<file path="src/rtl/sat_counter.sv">
// Saturating up-counter; a clear in the same cycle as an increment yields one.
module sat_counter #(
    parameter int unsigned W = 16
) (
    input  logic         clk,
    input  logic         reset,
    input  logic         inc,
    input  logic         clr,
    output logic [W-1:0] count
);

    logic [W-1:0] count_q;
    logic [W-1:0] count_d;

    always_comb begin
        count_d = count_q;
        if (clr) begin
            count_d = inc ? W'(1) : W'(0);
        end else if (inc && (count_q != {W{1'b1}})) begin
            count_d = count_q + W'(1);
        end
    end

    always_ff @(posedge clk or posedge reset) begin
        if (reset) begin
            count_q <= '0;
        end else begin
            count_q <= count_d;
        end
    end

    assign count = count_q;

endmodule

</file>
<file path="config.mk">
export PLATFORM = sky130hd
export DESIGN_NAME = sat_counter
export DESIGN_NICKNAME = d
export VERILOG_FILES = /design/src/rtl/sat_counter.sv
export SDC_FILE = /design/constraint.sdc
export NUM_CORES = 1
export LEC_CHECK = 0
export CORE_UTILIZATION = 35
export CTS_BUF_LIST = sky130_fd_sc_hd__clkbuf_8
export DETAILED_ROUTE_END_ITERATION = 10
export HOLD_SLACK_MARGIN = 0.08
export PLACE_DENSITY = 0.55
export SYNTH_ARGS = -nofsm -noshare
export SYNTH_HDL_FRONTEND = slang
export SYNTH_SLANG_ARGS = --single-unit
</file>
<file path="constraint.sdc">
create_clock -name clk -period 2.2 [get_ports clk]
set_clock_uncertainty 0.15 [all_clocks]
set_input_delay 0.66 -clock clk [delete_from_list [all_inputs] [get_ports clk]]
set_output_delay 0.66 -clock clk [all_outputs]
set_load 0.01 [all_outputs]
</file>
==> flow_summary.yaml <==
synth:
  synth_warnings: 0
  yosysUniqueCellTypes: 31
  yosys-top-cells-count: "16 x dfrtp_1, 11 x a21oi_1, 8 x nand2_1"
  yosys.area.top_type: "dfrtp_1"
  synth_edf_count: 0
  synthCells: 96
  synthArstFlopShare_pct: 100
  ys_top_cells_by_area: "dfrtp_1 43%, a21oi_1 6.0%, o31ai_1 4.9%, or4_1 4.1%, nand4_1 3.4%"
  synth_area_um2: 925
  yosysTopAreaCellShare_pct: 43.3
  yosysMostFrequentCell: "dfrtp_1"
  ys_seq_elements: 16
  ys_seq_area_share_pct: 43.3
  synthesis.nets: 101
  avgSynthCellArea_um2: 9.63
  synth_ff_type: "dfrtp_1"
route:
  drtIter0Drc: 12
  ant_nets: 0
  dr.pass1.iters: 3
  viasPerCell: 5.53
  drc_errors: 0
  wl_per_cell_um: 14.1
  drt-total-wl_um: 2180
  num_vias: 851
clock_network:
  cts_sinks: 16
  insertion_delay_ns: 0.25
  cts_resized: 0
  cts_setup_buffers: 0
  path_clk_slew_ns: 0.07
  cts_inserted_buffers: 3
  clockRootBuffer: "clkbuf_8"
  cts_htree_levels: 1
  cts_hold_buffers: 0
  cts_tree: "done"
  clockBufferDepth: 2
global_routing:
  grt_pass1_wl_um: 3710
  grt_max_degree: 17
  grt.total_usage_pct: 18.5
  grt_remaining_overflow: 0
  antenna_found_initial: 0
  grt_pass1_vias: 803
timing:
  setup_ws_ns: 0.0653
  tightest_slew_ns: 0.498
  setup_viol: 0
  max_freq_ghz: 0.468
  rsz0062_at_grt: "false"
  holdWs_ns: 0.412
  slew_violations: 0
  finalCritPeriodShare_pct: 97.0
  slew_headroom_pct: 66.6
  hold_violations: 0
  final.min_clock_period_ns: 2.13
finish:
  largest_reg_flops: 16
  final_area_mm2: 0.00126
  utilization_pct: 50.8
  area_delta_synth_final_pct: 36.0
  fillers: 255
  fin_nets: 130
  layout-drive-gt1-share_pct: 15.3
  n_antenna_cell: 0
critical_path:
  end_kind: "output port"
  path_cells: "clkdlybuf4s50_1"
  crit_buf_inv: 1
  cp.required_ns: 1.39
  slowest_delay_ns: 0.59
  critical_path_class: "flip-flop to output port"
  crit_arrival_ns: 1.32
  cp_max_fo: 6
  worst_path_max_delay_cell: "clkdlybuf4s50_1"
  cp_top_family: "buffers and inverters"
  cp-start-kind: "flip-flop"
power_and_ir_drop:
  seqPwrFrac_pct: 48.3
  p_leak_nw: 0.479
  internal-power_uw: 490
  p_sw_share_pct: 22.8
  comb_power_share_pct: 9.8
  p_per_area_mw_per_mm2: 504
  power.total_uw: 634
  p_clk_share_pct: 41.9
  peakVddDrop_v: 0.000400
  power_switching_uw: 144
floorplan:
  die_h_um: 53.4
  rows: 18
  fp.dieW_um: 53.4
  pin_count: 20
  coreArea_mm2: 0.00248
  die_area_mm2: 0.00285
  start_util_pct: 37.3
status:
  status: "finished clean"
run:
  cap_violations: 0
placement:
  place.gp.congestion: 0.750
  place_area_mm2: 0.00120
  post-place-ws_ns: -0.168
  place_hpwl_um: 1600
  numPortBuffers: 19
min_path:
  hp-class: "flip-flop to flip-flop"
[per-layer routing]
layer	share of wire (%)	GRT usage, %	vias to the layer above
met5	0	0	-
met1	49	23.0	401
met3	3.6	6.03	2
li1	-	-	430
met4	0.41	5.26	0
met2	46	30.0	18
[final timing paths]
check                      slack [ns]                  from  cells after the start                    end
max reg2reg                      0.20  count[0]$_DFFE_PP0P_                      5  count[12]$_DFFE_PP0P_
min reg2reg                      0.41  count[0]$_DFFE_PP0P_                      1   count[0]$_DFFE_PP0P_
min                              0.41  count[0]$_DFFE_PP0P_                      1   count[0]$_DFFE_PP0P_
max                              0.07  count[7]$_DFFE_PP0P_                      1               count[7]
min in group asynchronous        0.58                 reset                      3   count[1]$_DFFE_PP0P_
max in group asynchronous        1.12                 reset                      3   count[6]$_DFFE_PP0P_
[per-stage QoR]
step	TNS, ns	instances
global route	0	154
finish	0	154
floorplan	0	96
CTS	0	154
detailed placement	-0.771	150
global placement	-0.738	150
[cells by family (layout without fill, tap and decap cells)]
logic type,Yosys count,in the layout,synth area share (%)
buf+inv,6,34,2.43
mux,1,1,1.08
fa+ha+maj,1,1,1.35
simple gates,44,44,30.2
flops,16,16,43.3
xor+xnor,1,1,0.947
compound gates,27,27,20.7
[power by group through the flow]
stage               clock network [mW]  registers (mW)  logic (mW)
floorplan                            0           0.313      0.0277
global placement                     0           0.311      0.0629
finish                           0.266           0.306      0.0623
global route                     0.293           0.307      0.0693
CTS                              0.273           0.306      0.0629
detailed placement                   0           0.312      0.0627
[area by class of cell]
type,instances,area [um2],area share (%)
tap,30,37.5,2.99
inverter,4,15.0,1.19
sequential,16,402,31.9
timing repair buffer,26,243,19.3
multi-input combinational,74,505,40.2
clock buffer,4,55.1,4.38
[layout by cell type, fill, tap and decap left out, drive strengths merged]
master	instances
clkdlybuf4s50	19
dfrtp	16
a21oi	11
nand2	8
buf	7
o31ai	6
nand4	6
or3	6
or4	5
o21ai	5
inv	4
nand3	4
clkbuf	4
nor2	3
nor3	3
and4	2
and2	2
and3	2
a211oi	2
o41ai	2
nand2b	1
nand3b	1
o211ai	1
mux2i	1
xor2	1
or3b	1
ha	1
Note: power is estimated with default switching activity, not from simulation.
